`config.mk`:
```
export PLATFORM = sky130hd
export DESIGN_NAME = axi_data_rd_loader
export DESIGN_NICKNAME = d
export VERILOG_FILES = /design/src/rtl/axi_data_rd_loader.sv
export SDC_FILE = /design/constraint.sdc
export NUM_CORES = 1
export LEC_CHECK = 0
export ABC_CLOCK_PERIOD_IN_PS = 5860
export CELL_PAD_IN_SITES_DETAIL_PLACEMENT = 1
export CELL_PAD_IN_SITES_GLOBAL_PLACEMENT = 1
export CORE_MARGIN = 4
export CORE_UTILIZATION = 40
export CTS_CLUSTER_SIZE = 28
export DETAILED_ROUTE_END_ITERATION = 10
export PLACE_DENSITY = 0.86
export SKIP_CTS_REPAIR_TIMING = 1
export SYNTH_ARGS = -nofsm -noshare
export SYNTH_HDL_FRONTEND = slang
export SYNTH_SLANG_ARGS = --single-unit
```
`constraint.sdc`:
```
create_clock -name clk -period 5.86 [get_ports clk]
set_input_delay 0.586 -clock clk [delete_from_list [all_inputs] [get_ports clk]]
set_output_delay 0.586 -clock clk [all_outputs]
set_load 0.02 [all_outputs]
```
`src/rtl/axi_data_rd_loader.sv`:
```
// AXI4 read master that streams a contiguous host block into the input buffer,
// truncating each 64-bit lane to DATA_WIDTH and packing four coefficients per write.
module axi_data_rd_loader #(
    parameter int AXI_ADDR_WIDTH      = 64,
    parameter int AXI_DATA_WIDTH      = 128,
    parameter int AXI_XFER_SIZE_WIDTH = 32,
    parameter int DATA_WIDTH          = 39,
    parameter int MAX_BURST_LEN       = 16,
    parameter int MAX_OUTSTANDING     = 4
) (
    input  logic                            clk,
    input  logic                            rst_n,
    output logic                            m_axi_arvalid,
    input  logic                            m_axi_arready,
    output logic [AXI_ADDR_WIDTH-1:0]       m_axi_araddr,
    output logic [7:0]                      m_axi_arlen,
    input  logic                            m_axi_rvalid,
    output logic                            m_axi_rready,
    input  logic [AXI_DATA_WIDTH-1:0]       m_axi_rdata,
    input  logic [1:0]                      m_axi_rresp,
    input  logic                            m_axi_rlast,
    input  logic                            i_axird_start,
    output logic                            o_axird_done,
    output logic                            o_axird_err,
    input  logic [AXI_ADDR_WIDTH-1:0]       data_ptr,
    input  logic [AXI_XFER_SIZE_WIDTH-1:0]  data_size_bytes,
    output logic                            o_axird_wren,
    output logic [11:0]                     o_axird_wraddr,
    output logic [4*DATA_WIDTH-1:0]         o_axird_wrdata
);
    localparam int AW = AXI_ADDR_WIDTH;
    localparam int SW = AXI_XFER_SIZE_WIDTH;
    localparam int CW = SW - 3;
    localparam int DW = DATA_WIDTH;
    localparam int PW = 2 * DATA_WIDTH;
    localparam int BW = $clog2(MAX_BURST_LEN) + 1;
    localparam int OW = $clog2(MAX_OUTSTANDING) + 1;

    typedef enum logic [1:0] {S_IDLE, S_XFER, S_DRAIN} state_e;

    state_e            state_q, state_d;
    logic              arvalid_q, arvalid_d;
    logic [AW-1:0]     araddr_q, araddr_d;
    logic [7:0]        arlen_q, arlen_d;
    logic [AW-1:0]     next_addr_q, next_addr_d;
    logic [CW-1:0]     issue_left_q, issue_left_d;
    logic [CW-1:0]     rx_left_q, rx_left_d;
    logic [OW-1:0]     outst_q, outst_d;
    logic              odd_q, odd_d;
    logic [PW-1:0]     lo_q, lo_d;
    logic              wren_q, wren_d;
    logic [11:0]       wraddr_q, wraddr_d;
    logic [11:0]       wptr_q, wptr_d;
    logic [4*DW-1:0]   wrdata_q, wrdata_d;
    logic              err_q, err_d;

    logic              ar_hs;
    logic              r_hs;
    logic [OW-1:0]     out_nxt;
    logic [BW-1:0]     burst;
    logic [SW:0]       sz_rnd;
    logic [CW-1:0]     tot;
    logic [AW-1:0]     base;
    logic [DW-1:0]     lane0;
    logic [DW-1:0]     lane1;
    logic              unused_bits;

    function automatic logic [BW-1:0] blen(input logic [CW-1:0] n);
        if (n >= CW'(MAX_BURST_LEN)) return BW'(MAX_BURST_LEN);
        return n[BW-1:0];
    endfunction

    assign ar_hs   = arvalid_q && m_axi_arready;
    assign r_hs    = (state_q == S_XFER) && m_axi_rvalid;
    assign out_nxt = outst_q + OW'(ar_hs) - OW'(r_hs && m_axi_rlast);
    assign sz_rnd  = {1'b0, data_size_bytes} + (SW+1)'(15);
    assign tot     = sz_rnd[SW:4];
    assign base    = {data_ptr[AW-1:4], 4'b0000};
    assign lane0   = m_axi_rdata[DW-1:0];
    assign lane1   = m_axi_rdata[64 +: DW];

    assign unused_bits = ^{m_axi_rdata[63:DW], m_axi_rdata[AXI_DATA_WIDTH-1:64+DW],
                           data_ptr[3:0], sz_rnd[3:0]};

    always_comb begin
        state_d      = state_q;
        arvalid_d    = arvalid_q;
        araddr_d     = araddr_q;
        arlen_d      = arlen_q;
        next_addr_d  = next_addr_q;
        issue_left_d = issue_left_q;
        rx_left_d    = rx_left_q;
        outst_d      = outst_q;
        odd_d        = odd_q;
        lo_d         = lo_q;
        wren_d       = 1'b0;
        wraddr_d     = wraddr_q;
        wptr_d       = wptr_q;
        wrdata_d     = wrdata_q;
        err_d        = err_q;
        burst        = '0;
        unique case (state_q)
            S_IDLE: begin
                if (i_axird_start) begin
                    // first AR is presented straight from the start edge
                    burst        = blen(tot);
                    state_d      = S_XFER;
                    arvalid_d    = (tot != '0);
                    araddr_d     = base;
                    arlen_d      = (tot != '0) ? 8'(burst) - 8'd1 : 8'd0;
                    next_addr_d  = base + AW'({burst, 4'b0000});
                    issue_left_d = tot - CW'(burst);
                    rx_left_d    = tot;
                    outst_d      = '0;
                    odd_d        = 1'b0;
                    wptr_d       = '0;
                    err_d        = 1'b0;
                end
            end
            S_XFER: begin
                outst_d = out_nxt;
                if (ar_hs) arvalid_d = 1'b0;
                if ((!arvalid_q || m_axi_arready) && issue_left_q != '0 &&
                    out_nxt < OW'(MAX_OUTSTANDING)) begin
                    burst        = blen(issue_left_q);
                    arvalid_d    = 1'b1;
                    araddr_d     = next_addr_q;
                    arlen_d      = 8'(burst) - 8'd1;
                    next_addr_d  = next_addr_q + AW'({burst, 4'b0000});
                    issue_left_d = issue_left_q - CW'(burst);
                end
                if (r_hs) begin
                    rx_left_d = rx_left_q - 1'b1;
                    odd_d     = !odd_q;
                    if (m_axi_rresp != 2'b00) err_d = 1'b1;
                    if (odd_q) begin
                        wren_d   = 1'b1;
                        wrdata_d = {lane1, lane0, lo_q};
                        wraddr_d = wptr_q;
                        wptr_d   = wptr_q + 12'd1;
                    end else begin
                        lo_d = {lane1, lane0};
                    end
                end
                if (rx_left_q == '0 || (r_hs && rx_left_q == CW'(1)))
                    state_d = S_DRAIN;
            end
            S_DRAIN: begin
                if (odd_q) begin
                    wren_d   = 1'b1;
                    wrdata_d = {{PW{1'b0}}, lo_q};
                    wraddr_d = wptr_q;
                    wptr_d   = wptr_q + 12'd1;
                    odd_d    = 1'b0;
                end else begin
                    state_d = S_IDLE;
                end
            end
            default: state_d = S_IDLE;
        endcase
    end

    always_ff @(posedge clk or negedge rst_n) begin
        if (!rst_n) begin
            state_q      <= S_IDLE;
            arvalid_q    <= 1'b0;
            araddr_q     <= '0;
            arlen_q      <= '0;
            next_addr_q  <= '0;
            issue_left_q <= '0;
            rx_left_q    <= '0;
            outst_q      <= '0;
            odd_q        <= 1'b0;
            lo_q         <= '0;
            wren_q       <= 1'b0;
            wraddr_q     <= '0;
            wptr_q       <= '0;
            wrdata_q     <= '0;
            err_q        <= 1'b0;
        end else begin
            state_q      <= state_d;
            arvalid_q    <= arvalid_d;
            araddr_q     <= araddr_d;
            arlen_q      <= arlen_d;
            next_addr_q  <= next_addr_d;
            issue_left_q <= issue_left_d;
            rx_left_q    <= rx_left_d;
            outst_q      <= outst_d;
            odd_q        <= odd_d;
            lo_q         <= lo_d;
            wren_q       <= wren_d;
            wraddr_q     <= wraddr_d;
            wptr_q       <= wptr_d;
            wrdata_q     <= wrdata_d;
            err_q        <= err_d;
        end
    end

    assign m_axi_arvalid  = arvalid_q;
    assign m_axi_araddr   = araddr_q;
    assign m_axi_arlen    = arlen_q;
    assign m_axi_rready   = (state_q == S_XFER);
    assign o_axird_done   = (state_q == S_IDLE);
    assign o_axird_err    = err_q;
    assign o_axird_wren   = wren_q;
    assign o_axird_wraddr = wraddr_q;
    assign o_axird_wrdata = wrdata_q;

endmodule

```
Yosys cells after proc, flatten, opt, wreduce, memory -nomap -nowiden
Index checks and enable logic that the tools add are counted.
{"block": "totals", "ff_bits": 461, "wordCells": 130, "inputBits": 232}
{"block": "classes", "n_eq_ne": 12, "magnitude_cmp": 3, "bitwise": 1, "n_mux": 60, "n_reduce_logical": 28, "add_sub_neg": 11}
{"operator": "two-way mux 156 bit", "count": 3}
{"operator": "case mux 156 bit (2 select lines)", "count": 1}
{"operator": "two-way mux 64 bit", "count": 4}
{"operator": "case mux 64 bit (2 select lines)", "count": 2}
{"operator": "adder 64 x 9 -> 64 bit", "count": 2}
{"operator": "two-way mux 29 bit", "count": 4}
{"operator": "case mux 29 bit (2 select lines)", "count": 2}
{"operator": "two-way mux 12 bit", "count": 5}
{"operator": ">= comparator 29 x 5 -> 1 bit, second input constant", "count": 2}
{"operator": "nonzero test 29 bit", "count": 2}
{"operator": "subtractor 29 x 5 -> 29 bit", "count": 2}
{"operator": "two-way mux 5 bit", "count": 8}
{"operator": "case mux 12 bit (3 select lines)", "count": 1}
{"operator": "adder 32 x 4 -> 33 bit, second input constant", "count": 1}
{"operator": "== test 29 x 1 -> 1 bit, second input constant", "count": 1}
{"operator": "logical NOT 29 bit", "count": 1}
{"operator": "subtractor 29 x 1 -> 29 bit, second input constant", "count": 1}
{"operator": "two-way mux 8 bit", "count": 3}
{"operator": "case mux 12 bit (2 select lines)", "count": 1}
{"operator": "AND reduction 3 bit", "count": 6}
{"operator": "case mux 8 bit (2 select lines)", "count": 1}
{"operator": "two-way mux 1 bit", "count": 15}
{"operator": "adder 12 x 1 -> 12 bit, second input constant", "count": 1}
{"operator": "subtractor 5 x 1 -> 6 bit, second input constant", "count": 2}
{"operator": "other kinds (23)", "count": 44}

Depth between registers and ports, before layout
Gate-level depths: netlist of run 1.
{"block": "depth", "depth_word": 14, "depth_mapped": 24}

Least setup slack after synthesis of run 1
Ideal clock, no wire load.
{"block": "synth_path", "path_kind": "input to register", "start": "input data_size_bytes[3]", "end": "register next_addr_q[52]", "cell_stages": 20, "required_time_ns": 5.791, "t_arrival_ns": 5.203, "n_path_buf": 2, "path_slack_ns": 0.587, "path_cell_list": "o41a_1 and4_4 buf_6 a2111oi_0 o211ai_1 or4b_1 buf_2 nor2_1 and2_1 ha_1 inv_1 fa_1 nor2b_1 o21ai_0 nand2b_1 o21ai_0 a211oi_2 nand4_1 or4_1 nand3_1"}
{"block": "synth_via", "elab_chain_cells": 11}
{"element": "from (decl)", "line_no": "26", "text": "input logic [AXI_XFER_SIZE_WIDTH-1:0] data_size_bytes,"}
{"element": "adder 32 x 4 -> 33 bit *", "line_no": "76", "text": "assign sz_rnd = {1'b0, data_size_bytes} + (SW+1)'(15);"}
{"element": ">= comparator 29 x 5 -> 1 bit", "line_no": "69", "text": "if (n >= CW'(MAX_BURST_LEN)) return BW'(MAX_BURST_LEN);"}
{"element": "two-way mux 1 bit", "line_no": "69"}
{"element": "two-way mux 1 bit", "line_no": "104", "text": "if (i_axird_start) begin"}
{"element": "two-way mux 1 bit", "line_no": "102", "text": "unique case (state_q)"}
{"element": "two-way mux 5 bit *", "line_no": "70", "text": "return n[BW-1:0];"}
{"element": "two-way mux 5 bit *", "line_no": "104"}
{"element": "two-way mux 5 bit *", "line_no": "102"}
{"element": "adder 64 x 9 -> 64 bit *", "line_no": "111", "text": "next_addr_d = base + AW'({burst, 4'b0000});"}
{"element": "two-way mux 64 bit *", "line_no": "104"}
{"element": "case mux 64 bit (2 select lines) *", "line_no": "102"}
{"element": "to (signal assigned)", "line_no": "185", "text": "next_addr_q <= next_addr_d;"}
{"element": "to (decl)", "line_no": "45", "text": "logic [AW-1:0] next_addr_q, next_addr_d;"}
Every way passes the cells marked *; elsewhere a longest branch is shown, timed or not. The select of a mux whose other input is x is not followed.
A chain may end at the register's enable or synchronous reset.

Worst setup path in the final report of run 1
{"block": "layout_path", "start": "input data_size_bytes[6]", "end": "register next_addr_q[38]"}
Same word-level chain as after synthesis.

==> results.cfg, run 1 <==
[synth]
synth_area_um2 = 24200
syn_inst = 2705
synth_xor_area_frac = 0.0351
synthAdderAreaFrac = 0.0143
synth_compound_area_frac = 0.121
synthSimpleGateAreaFrac = 0.243
yosysTopAreaCellShare = 0.466
yosysTopAreaCell = dfrtp_1
ys_seq_area_frac = 0.466
syn_avg_cell_area_um2 = 8.95
synth_edf_count = 0
ys.flop_type = dfrtp_1
synthMuxAreaShare = 0.0822
yosys_warnings = 0
ys_ff_latch = 451
synth_top_family_by_area = simple AND/OR/NAND/NOR gates
ys_types = 87
yosys-top-cells-area = dfrtp_1, nand2_1, mux2_2, mux2i_1, o21ai_0
async_flop_share = 1.00

[global_route]
grt_pass1_vias = 24500
grt_max_degree = 123
grt_use_total = 0.273
grt.overflow.total = 0
grt_pass1_wl_um = 141000
antenna_found_initial = 8

[critical_path]
rrSetupSlack_ns = 0.75
path_max_fanout = 10
required_ns = 6.34
crit_buf_inv = 4
cp_top_family = simple AND/OR/NAND/NOR gates
cp.arrival_ns = 5.81
max_stage_delay_ns = 0.64
r2r.worst_path.cells = 17
timing.rr.end = next_addr_q[44]$_DFFE_PN0P_
critPathKind = input pin to flip-flop
crit_path_end_kind = flip-flop
slowest_stage = or4b_1
start_kind = input pin
path_cells = clkdlybuf4s50_1 -> and3_1 -> nand2_1 -> or4_1 -> o22a_1 -> or4b_1 -> nor2_1 -> and2_1 -> ha_1 -> inv_1 -> fa_1 -> nor2b_1 -> o21ai_0 -> nand2b_1 -> o31ai_1 -> buf_4 -> a211oi_2 -> buf_4 -> nand3_1 -> xor2_1 -> a221oi_1
crit_path_frequent_cell = buf_4
rr_startpoint = issue_left_q[21]$_DFFE_PN0P_

[sta]
slew_violations = 0
tns_ns = 0
fin_crit_sh = 0.909
grt_setup_unrepaired = false
max_freq_mhz = 188
relSlewSlack = 0.275
setup_viol = 0
fin_skew_ns = 0.0218
finalCriticalPeriod_ns = 5.32
tightest_slew_ns = 1.08
finalHoldViolCount = 0

[layout]
final_core_util = 0.523
nFillCells = 6768
final_common_cell = nand2_1
area_growth_syn_to_layout_pct = 28.3
drive_above_1_share = 0.0931
final_cell_mix = nand2_1, dfrtp_1, clkdlybuf4s50_1, nor2_1, o21ai_0
final_nets = 3345

[flow_run]
cap_violations = 0

[die]
chipWidth_um = 254
ioPinCount = 477
rows = 89
die_y_um = 254
start_util = 0.407
design.core.area_um2 = 59500
dieArea_um2 = 64600

[cts]
htreeDepth = 2
cts_tree = yes
cts_sinks = 451
numCtsBuffers = 50
clock_latency_ns = 0.60
cts_buffer_depth = 3
path_clk_slew_ns = 0.06
clockRootBuffer = clkbuf_16

[power]
p_sw_mw = 7.85
powerDensity_nw_per_um2 = 571
power_mw = 17.8
peakVddDrop_v = 0.000297
power_frac_seq = 0.336
p_int_mw = 9.90
p_clk_frac = 0.180
comb_power_share = 0.484
p_leak_nw = 13.2
p_sw_frac = 0.442

[placed_design]
numPortBuffers = 418
hpwl_um = 63700
place_congestion = 0.919

[drt]
wirelength_um = 91500
ant_nets = 0
drtPass1Iterations = 6
vias_per_cell = 5.87
vias = 22900
drc_errors = 0
drt_iter0_drc = 1787
wl_per_cell_um = 23.4

[outcome]
outcome = completed

[hold_path]
hold_path.class = input pin to async pin
-- kinds of logic (layout without fill, tap and decap cells) --
logic type,after synthesis,in the layout
adder cells (fa/ha/maj),26,26
multiplexers,186,186
buffers and inverters,224,640
AO/OA/AOI/OAI,458,458
AND/OR/NAND/NOR,1261,1261
other,2,13
flip-flops,451,451
XOR/XNOR,97,97
-- worst max path at each step --
stage,end,cells after the start,startpoint,slack (ns)
floorplan,next_addr_q[52]$_DFFE_PN0P_,20,data_size_bytes[3],0.59
global route,next_addr_q[32]$_DFFE_PN0P_,21,data_size_bytes[3],0.06
CTS,next_addr_q[38]$_DFFE_PN0P_,22,data_size_bytes[3],0.57
global placement,next_addr_q[52]$_DFFE_PN0P_,22,data_size_bytes[3],0.11
detailed placement,next_addr_q[32]$_DFFE_PN0P_,21,data_size_bytes[3],-0.04
finish,next_addr_q[38]$_DFFE_PN0P_,21,data_size_bytes[6],0.54
-- layout make-up --
type / instances / area, um2 / area share
Multi-Input combinational cell: 2034 / 12100 / 0.389
Clock inverter: 15 / 164 / 0.00527
Timing Repair Buffer: 502 / 4890 / 0.157
Tap cell: 773 / 967 / 0.0311
Clock buffer: 74 / 1470 / 0.0474
Sequential cell: 451 / 11300 / 0.363
Inverter: 49 / 184 / 0.00592
Antenna cell: 7 / 17.5 / 0.000564
-- per-layer routing --
layer  GRT usage  up-vias  wire (um)
met1       0.341    11700      37100
met5           0        -         29
met3      0.0391      198       4820
met2       0.481      797      46100
li1            -    10300          -
met4       0.104        4       3380
-- worst register-to-register path: cells and delay by family (launching register included) --
kind / cells / cell delay, ns
adders and majority gates: 2 / 0.58
DFF: 1 / 0.42
and+or+nand+nor: 7 / 2.88
buffers and inverters: 2 / 0.15
AOI/OAI and AO/OA: 6 / 1.02
-- power by group through the flow --
| stage | sequential, mW | clock, mW | combinational (mW) |
|---|---|---|---|
| final | 5.96 | 3.20 | 8.60 |
| after global routing | 6.13 | 3.39 | 9.34 |
| after CTS | 5.92 | 3.26 | 8.62 |
| after detailed placement | 5.93 | 0 | 8.48 |
| after global placement | 5.77 | 0 | 8.03 |
| after floorplan | 6.45 | 0 | 4.35 |
-- cell usage after synthesis (10+ instances only) --
cell and number:
mux2i_1 86, buf_1 14, inv_1 48, nand2b_1 12, a21o_1 11, and4_1 10
and3_1 42, and2_1 15, a31oi_1 16, nor4_1 27, or3_1 25, dfrtp_1 451
mux2_2 98, or4_1 12, a21oi_1 88, nor2b_1 11, buf_2 22, nand4_1 44
clkbuf_1 129, o31ai_1 12, nand3b_1 84, o21ai_0 167, ha_1 22, nand2_1 605
xor2_1 38, o22ai_1 19, a221oi_1 27, xnor2_1 59, nor3_1 82, nand3_1 102
a22oi_1 13, nor2_1 169
-- per-stage QoR --
stage          hold slack (ns)  instances  setup slack (ns)  instance area (um2)
3_3_place_gp             0.445       3809             0.111                29400
3_5_place_dp             0.457       3809           -0.0439                29400
4_1_cts                  0.133       3898             0.569                31100
2_1_floorplan            0.290       2709             0.587                24200
5_1_grt                  0.175       3904            0.0556                31100
6_report                 0.111       3905             0.536                31100
-- registers in the layout, indices dropped and copies added, names as in the netlist --
| name | flops |
|---|---|
| m_axi_araddr | 60 |
| m_axi_arlen | 6 |
| next_addr_q | 60 |
| odd_q | 1 |
| o_axird_wraddr | 12 |
| state_q | 2 |
| o_axird_wrdata | 156 |
| o_axird_wren | 1 |
| lo_q | 78 |
| outst_q | 3 |
| issue_left_q | 29 |
| o_axird_err | 1 |
| m_axi_arvalid | 1 |
| wptr_q | 12 |
| rx_left_q | 29 |
Note: power is estimated with default switching activity, not from simulation.
==> run 2: changes to the inputs <==
--- a/config.mk
+++ b/config.mk
@@ -8,6 +8,7 @@
 export ABC_CLOCK_PERIOD_IN_PS = 5860
 export CELL_PAD_IN_SITES_DETAIL_PLACEMENT = 1
 export CELL_PAD_IN_SITES_GLOBAL_PLACEMENT = 1
+export CORE_ASPECT_RATIO = 0.8
 export CORE_MARGIN = 4
 export CORE_UTILIZATION = 40
 export CTS_CLUSTER_SIZE = 28
==> run 2 against run 1 <==
  * Critical endpoint is now next_addr_q[17]$_DFFE_PN0P_
  * Critical path depth is 1 higher
  * Largest power group unchanged
  * Worst setup slack worse by 0.11 ns
  * Die area hardly changed
  * Highest routed layer unchanged
  * First-iteration DRC count is 5.4% lower
  * Largest cell class unchanged
  * Utilization is 0.14 points lower
  * Final cell count is 0.26% higher
  * Sequential share of layout area is 0.079 points lower
  * Register-to-register slack worse by 0.07 ns
==> results.cfg, run 2 (synthesis gave the netlist of run 1 again) <==
[outcome]
outcome = completed

[cts]
cts_buffer_depth = 3
numCtsBuffers = 48
clockRootBuffer = clkbuf_16
htreeDepth = 2
clock_latency_ns = 0.59
path_clk_slew_ns = 0.06
cts_tree = yes
cts_sinks = 451

[layout]
final_common_cell = nand2_1
largest_reg_flops = 156
register_area_um2 = 11300
area_growth_syn_to_layout_pct = 28.6
final_core_util = 0.521
nFillCells = 6757
multi_input_area_um2 = 12100
final_cell_mix = nand2_1, dfrtp_1, clkdlybuf4s50_1, nor2_1, o21ai_0
final_nets = 3348
drive_above_1_share = 0.0930

[critical_path]
slowest_stage = or4b_1
crit_path_frequent_cell = nor2_1
startpoint = data_size_bytes[8]
crit_path_end_kind = flip-flop
required_ns = 6.35
path_cells = clkdlybuf4s50_1 -> and3_1 -> nand2_1 -> or4_1 -> o22a_1 -> or4b_1 -> nor2_1 -> buf_4 -> nand2_1 -> inv_1 -> ha_1 -> a21o_1 -> a21oi_1 -> nor2b_1 -> nor2_1 -> inv_1 -> o311a_1 -> nor2_2 -> buf_12 -> nor2_1 -> and4_1 -> a311oi_1
critPathKind = input pin to flip-flop
path_max_fanout = 12
rr_startpoint = issue_left_q[21]$_DFFE_PN0P_
max_stage_delay_ns = 0.64
cp.arrival_ns = 5.92
rrSetupSlack_ns = 0.68
start_kind = input pin

[placed_design]
hpwl_um = 63800
place_ws_ns = -0.0989
numPortBuffers = 418
place_congestion = 0.933

[sta]
fin_skew_ns = 0.0176
tightest_slew_ns = 1.12
fin_crit_sh = 0.927
worst_slack_ns = 0.429
max_freq_mhz = 184
setup_viol = 0
relSlewSlack = 0.255
finalCriticalPeriod_ns = 5.43
finalHoldViolCount = 0
grt_setup_unrepaired = false
slew_violations = 0

[global_route]
grt_pass1_vias = 24300
grt_pass1_wl_um = 142000
grt.overflow.total = 0
grt_use_total = 0.270
grt_max_degree = 191
antenna_found_initial = 9

[die]
rows = 80
design.core.area_um2 = 59800
chipWidth_um = 283
die_y_um = 228
ioPinCount = 477
dieArea_um2 = 64600
start_util = 0.405

[power]
powerDensity_nw_per_um2 = 572
p_sw_frac = 0.438
p_leak_nw = 13.3
power_frac_seq = 0.334
peakVddDrop_v = 0.000323
comb_power_share = 0.486
p_int_mw = 10.0
p_sw_mw = 7.80
p_clk_frac = 0.180

[drt]
ant_nets = 0
wirelength_um = 90100
drt_iter0_drc = 1690
drc_errors = 0
drtPass1Iterations = 5
wl_per_cell_um = 23.0
vias_per_cell = 5.84
vias = 22900

[flow_run]
cap_violations = 0

[hold_path]
hold_path.class = input pin to async pin
run 2: final cells by class:
cell class | count | area share
antenna | 8 | 0.000643
clock inverter | 10 | 0.00578
tap | 779 | 0.0313
timing repair buffer | 507 | 0.159
sequential | 451 | 0.362
inverter | 49 | 0.00590
clock buffer | 77 | 0.0466
multi-input combinational | 2034 | 0.388
run 2: routing by layer:
layer,global-route usage,vias up,wire length [um]
met5,0,-,13
met4,0.107,2,3380
met3,0.0426,185,5120
met2,0.456,800,43800
met1,0.349,11600,37800
li1,-,10300,-
run 2: worst paths after layout:
check	to	depth (start not counted)
setup reg to reg	next_addr_q[62]$_DFFE_PN0P_	19
hold reg to reg	o_axird_wrdata[31]$_DFFE_PN0P_	2
max in group asynchronous	o_axird_wrdata[121]$_DFFE_PN0P_	2
hold / removal	next_addr_q[18]$_DFFE_PN0P_	1
setup / recovery	next_addr_q[17]$_DFFE_PN0P_	22
min in group clk	o_axird_wrdata[31]$_DFFE_PN0P_	2
run 2: stage by stage:
stage                     instance area, um2  instances  hold WS [ns]  power, mW  TNS [ns]
after global routing                   31100       3915        0.0857       18.9         0
after CTS                              31100       3907        0.0444       17.9         0
after detailed placement               29500       3820         0.455       14.5    -0.500
after global placement                 29500       3820         0.445       13.9         0
final                                  31100       3915        0.0352       17.8         0
after floorplan                        24200       2709         0.290       10.8         0
run 2: worst max-delay path: cells and delay by family:
family                     cells  cell delay, ns
AOI/OAI and AO/OA              5            1.35
adders and majority gates      1            0.23
buffers and inverters          5            1.02
and+or+nand+nor               11            2.73
run 2: power by group through the flow:
| stage | clock, mW | combinational [mW] | sequential (mW) |
|---|---|---|---|
| finish | 3.21 | 8.65 | 5.95 |
| global route | 3.41 | 9.40 | 6.13 |
| CTS | 3.27 | 8.67 | 5.91 |
| detailed placement | 0 | 8.56 | 5.93 |
| global placement | 0 | 8.10 | 5.77 |
| floorplan | 0 | 4.35 | 6.45 |
==> run 3: changes to the inputs <==
--- a/config.mk
+++ b/config.mk
@@ -5,7 +5,7 @@
 export SDC_FILE = /design/constraint.sdc
 export NUM_CORES = 1
 export LEC_CHECK = 0
-export ABC_CLOCK_PERIOD_IN_PS = 5860
+export ABC_CLOCK_PERIOD_IN_PS = 5800
 export CELL_PAD_IN_SITES_DETAIL_PLACEMENT = 1
 export CELL_PAD_IN_SITES_GLOBAL_PLACEMENT = 1
 export CORE_ASPECT_RATIO = 0.8
@@ -15,6 +15,8 @@
 export DETAILED_ROUTE_END_ITERATION = 10
 export PLACE_DENSITY = 0.86
 export SKIP_CTS_REPAIR_TIMING = 1
+export SKIP_LAST_GASP = 1
 export SYNTH_ARGS = -nofsm -noshare
 export SYNTH_HDL_FRONTEND = slang
 export SYNTH_SLANG_ARGS = --single-unit
+export TNS_END_PERCENT = 100
==> constraint.sdc (replaced) <==
create_clock -name clk -period 5.8 [get_ports clk]
set_input_delay 0.58 -clock clk [delete_from_list [all_inputs] [get_ports clk]]
set_output_delay 0.58 -clock clk [all_outputs]
set_load 0.02 [all_outputs]
==> run 3 against run 2 <==
  * Clock-buffer cell count is 8 lower
  * Sequential cell count stayed put
  * Sequential power is 0.7% higher
  * Global-route usage hardly changed
  * Clock skew is 0.0056 ns lower
  * Worst setup slack worse by 0.18 ns
  * Critical path depth is 3 lower
  * Die area stayed put
==> results.cfg, run 3 (synthesis gave the netlist of run 1 again) <==
[sta]
max_freq_mhz = 180
tightest_slew_ns = 1.19
fin_crit_sh = 0.958
fin_skew_ns = 0.0120
finalCriticalPeriod_ns = 5.55
slew_violations = 0
relSlewSlack = 0.209
finalHoldViolCount = 0
worst_slack_ns = 0.245
grt_setup_unrepaired = false
setup_viol = 0

[power]
p_leak_nw = 13.3
power_mw = 18.0
powerDensity_nw_per_um2 = 577
peakVddDrop_v = 0.000360

[hold_path]
hold_path.class = flip-flop to flip-flop
hold_path_depth = 2

[drt]
vias = 22700
wirelength_um = 89600
wl_per_cell_um = 22.9
drt_iter0_drc = 1828
ant_nets = 0
drtPass1Iterations = 5
vias_per_cell = 5.80
drc_errors = 0

[critical_path]
cp.arrival_ns = 6.04
critPathKind = input pin to flip-flop
start_kind = input pin
path_max_fanout = 8
r2r.worst_path.cells = 18
max_stage_delay_ns = 0.59
required_ns = 6.28
path_cells = clkdlybuf4s50_1 -> o41a_1 -> and4_4 -> a2111oi_0 -> o211ai_1 -> or4b_1 -> buf_4 -> or2_0 -> nor2_1 -> ha_1 -> nor2b_1 -> o21ai_0 -> nand2b_1 -> o31ai_1 -> and2_1 -> buf_12 -> nor3_1 -> xnor2_1 -> a221oi_1
crit_path_end_kind = flip-flop
slowest_stage = a2111oi_0
rrSetupSlack_ns = 0.60

[layout]
largest_reg_flops = 156
area_growth_syn_to_layout_pct = 28.5
final_common_cell = nand2_1
nFillCells = 6781
final_cell_mix = nand2_1, dfrtp_1, clkdlybuf4s50_1, nor2_1, o21ai_0
drive_above_1_share = 0.0937
final_nets = 3347

[die]
start_util = 0.405
ioPinCount = 477
rows = 80
design.core.area_um2 = 59800
dieArea_um2 = 64600
die_y_um = 228
chipWidth_um = 283

[cts]
cts_buffer_depth = 3
path_clk_slew_ns = 0.06
htreeDepth = 2
numCtsBuffers = 49
cts_sinks = 451
clock_latency_ns = 0.60
cts_tree = yes
clockRootBuffer = clkbuf_16

[global_route]
grt_use_total = 0.270
antenna_found_initial = 8
grt_pass1_vias = 24300
grt_max_degree = 186
grt_pass1_wl_um = 142000
grt.overflow.total = 0

[flow_run]
cap_violations = 0

[placed_design]
place_ws_ns = -0.186
place_congestion = 0.930
hpwl_um = 62800
numPortBuffers = 418

[outcome]
outcome = completed
## run 3: cell count changes in the layout (fill, tap and decap cells not counted), sizes merged
| cell | previous run | this run |
|---|---|---|
| clkbuf | 77 | 69 |
| clkinv | 5 | 12 |
| buf | 90 | 87 |
| clkinvlp | 0 | 2 |
| bufinv | 4 | 5 |
| diode | 8 | 7 |
| dlygate4sd3 | 0 | 1 |
## run 3: layer usage
metal  routed length (um)  GRT usage
met1                38100      0.352
met2                42800      0.450
met3                 5030     0.0468
met4                 3580      0.110
met5                   10          0
## run 3: final cells by class
class                      instances  area (um2)  area share
sequential                       451       11300       0.363
antenna                            7        17.5    0.000563
clock buffer                      69        1380      0.0444
clock inverter                    20         260     0.00836
tap                              779         975      0.0313
timing repair buffer             505        4930       0.158
inverter                          49         184     0.00591
multi-input combinational       2034       12100       0.389
## run 3: worst paths after layout
path                                                start                              end
max                                    data_size_bytes[3]      next_addr_q[32]$_DFFE_PN0P_
min                        o_axird_wrdata[59]$_DFFE_PN0P_   o_axird_wrdata[59]$_DFFE_PN0P_
max reg2reg                  issue_left_q[21]$_DFFE_PN0P_      next_addr_q[62]$_DFFE_PN0P_
min reg2reg                o_axird_wrdata[59]$_DFFE_PN0P_   o_axird_wrdata[59]$_DFFE_PN0P_
max in group asynchronous                           rst_n  o_axird_wrdata[135]$_DFFE_PN0P_
min in group asynchronous                           rst_n     m_axi_araddr[22]$_DFFE_PN0P_
## run 3: where the power goes
group          leakage, nW  internal, mW  switching (mW)
Combinational         6.99          3.49            5.20
Clock                0.805          1.89            1.39
Sequential            5.47          4.70            1.29
## run 3: stage by stage
step | utilization | hold WS [ns] | instances | setup TNS, ns | area [um2]
after floorplan | - | 0.284 | 2709 | 0 | 24200
final | 0.521 | 0.466 | 3914 | 0 | 31100
after global routing | 0.521 | 0.491 | 3914 | 0 | 31100
after global placement | 0.493 | 0.445 | 3817 | 0 | 29500
after detailed placement | 0.493 | 0.455 | 3817 | -0.995 | 29500
after CTS | 0.520 | -0.124 | 3906 | 0 | 31100
## run 3: critical path: cells and delay by family
kind                       cells  cell delay, ns
and+or+nand+nor                8            2.06
AOI/OAI and AO/OA              6            2.10
xor gates and xnor gates       1            0.17
buffers and inverters          3            0.85
adders and majority gates      1            0.27
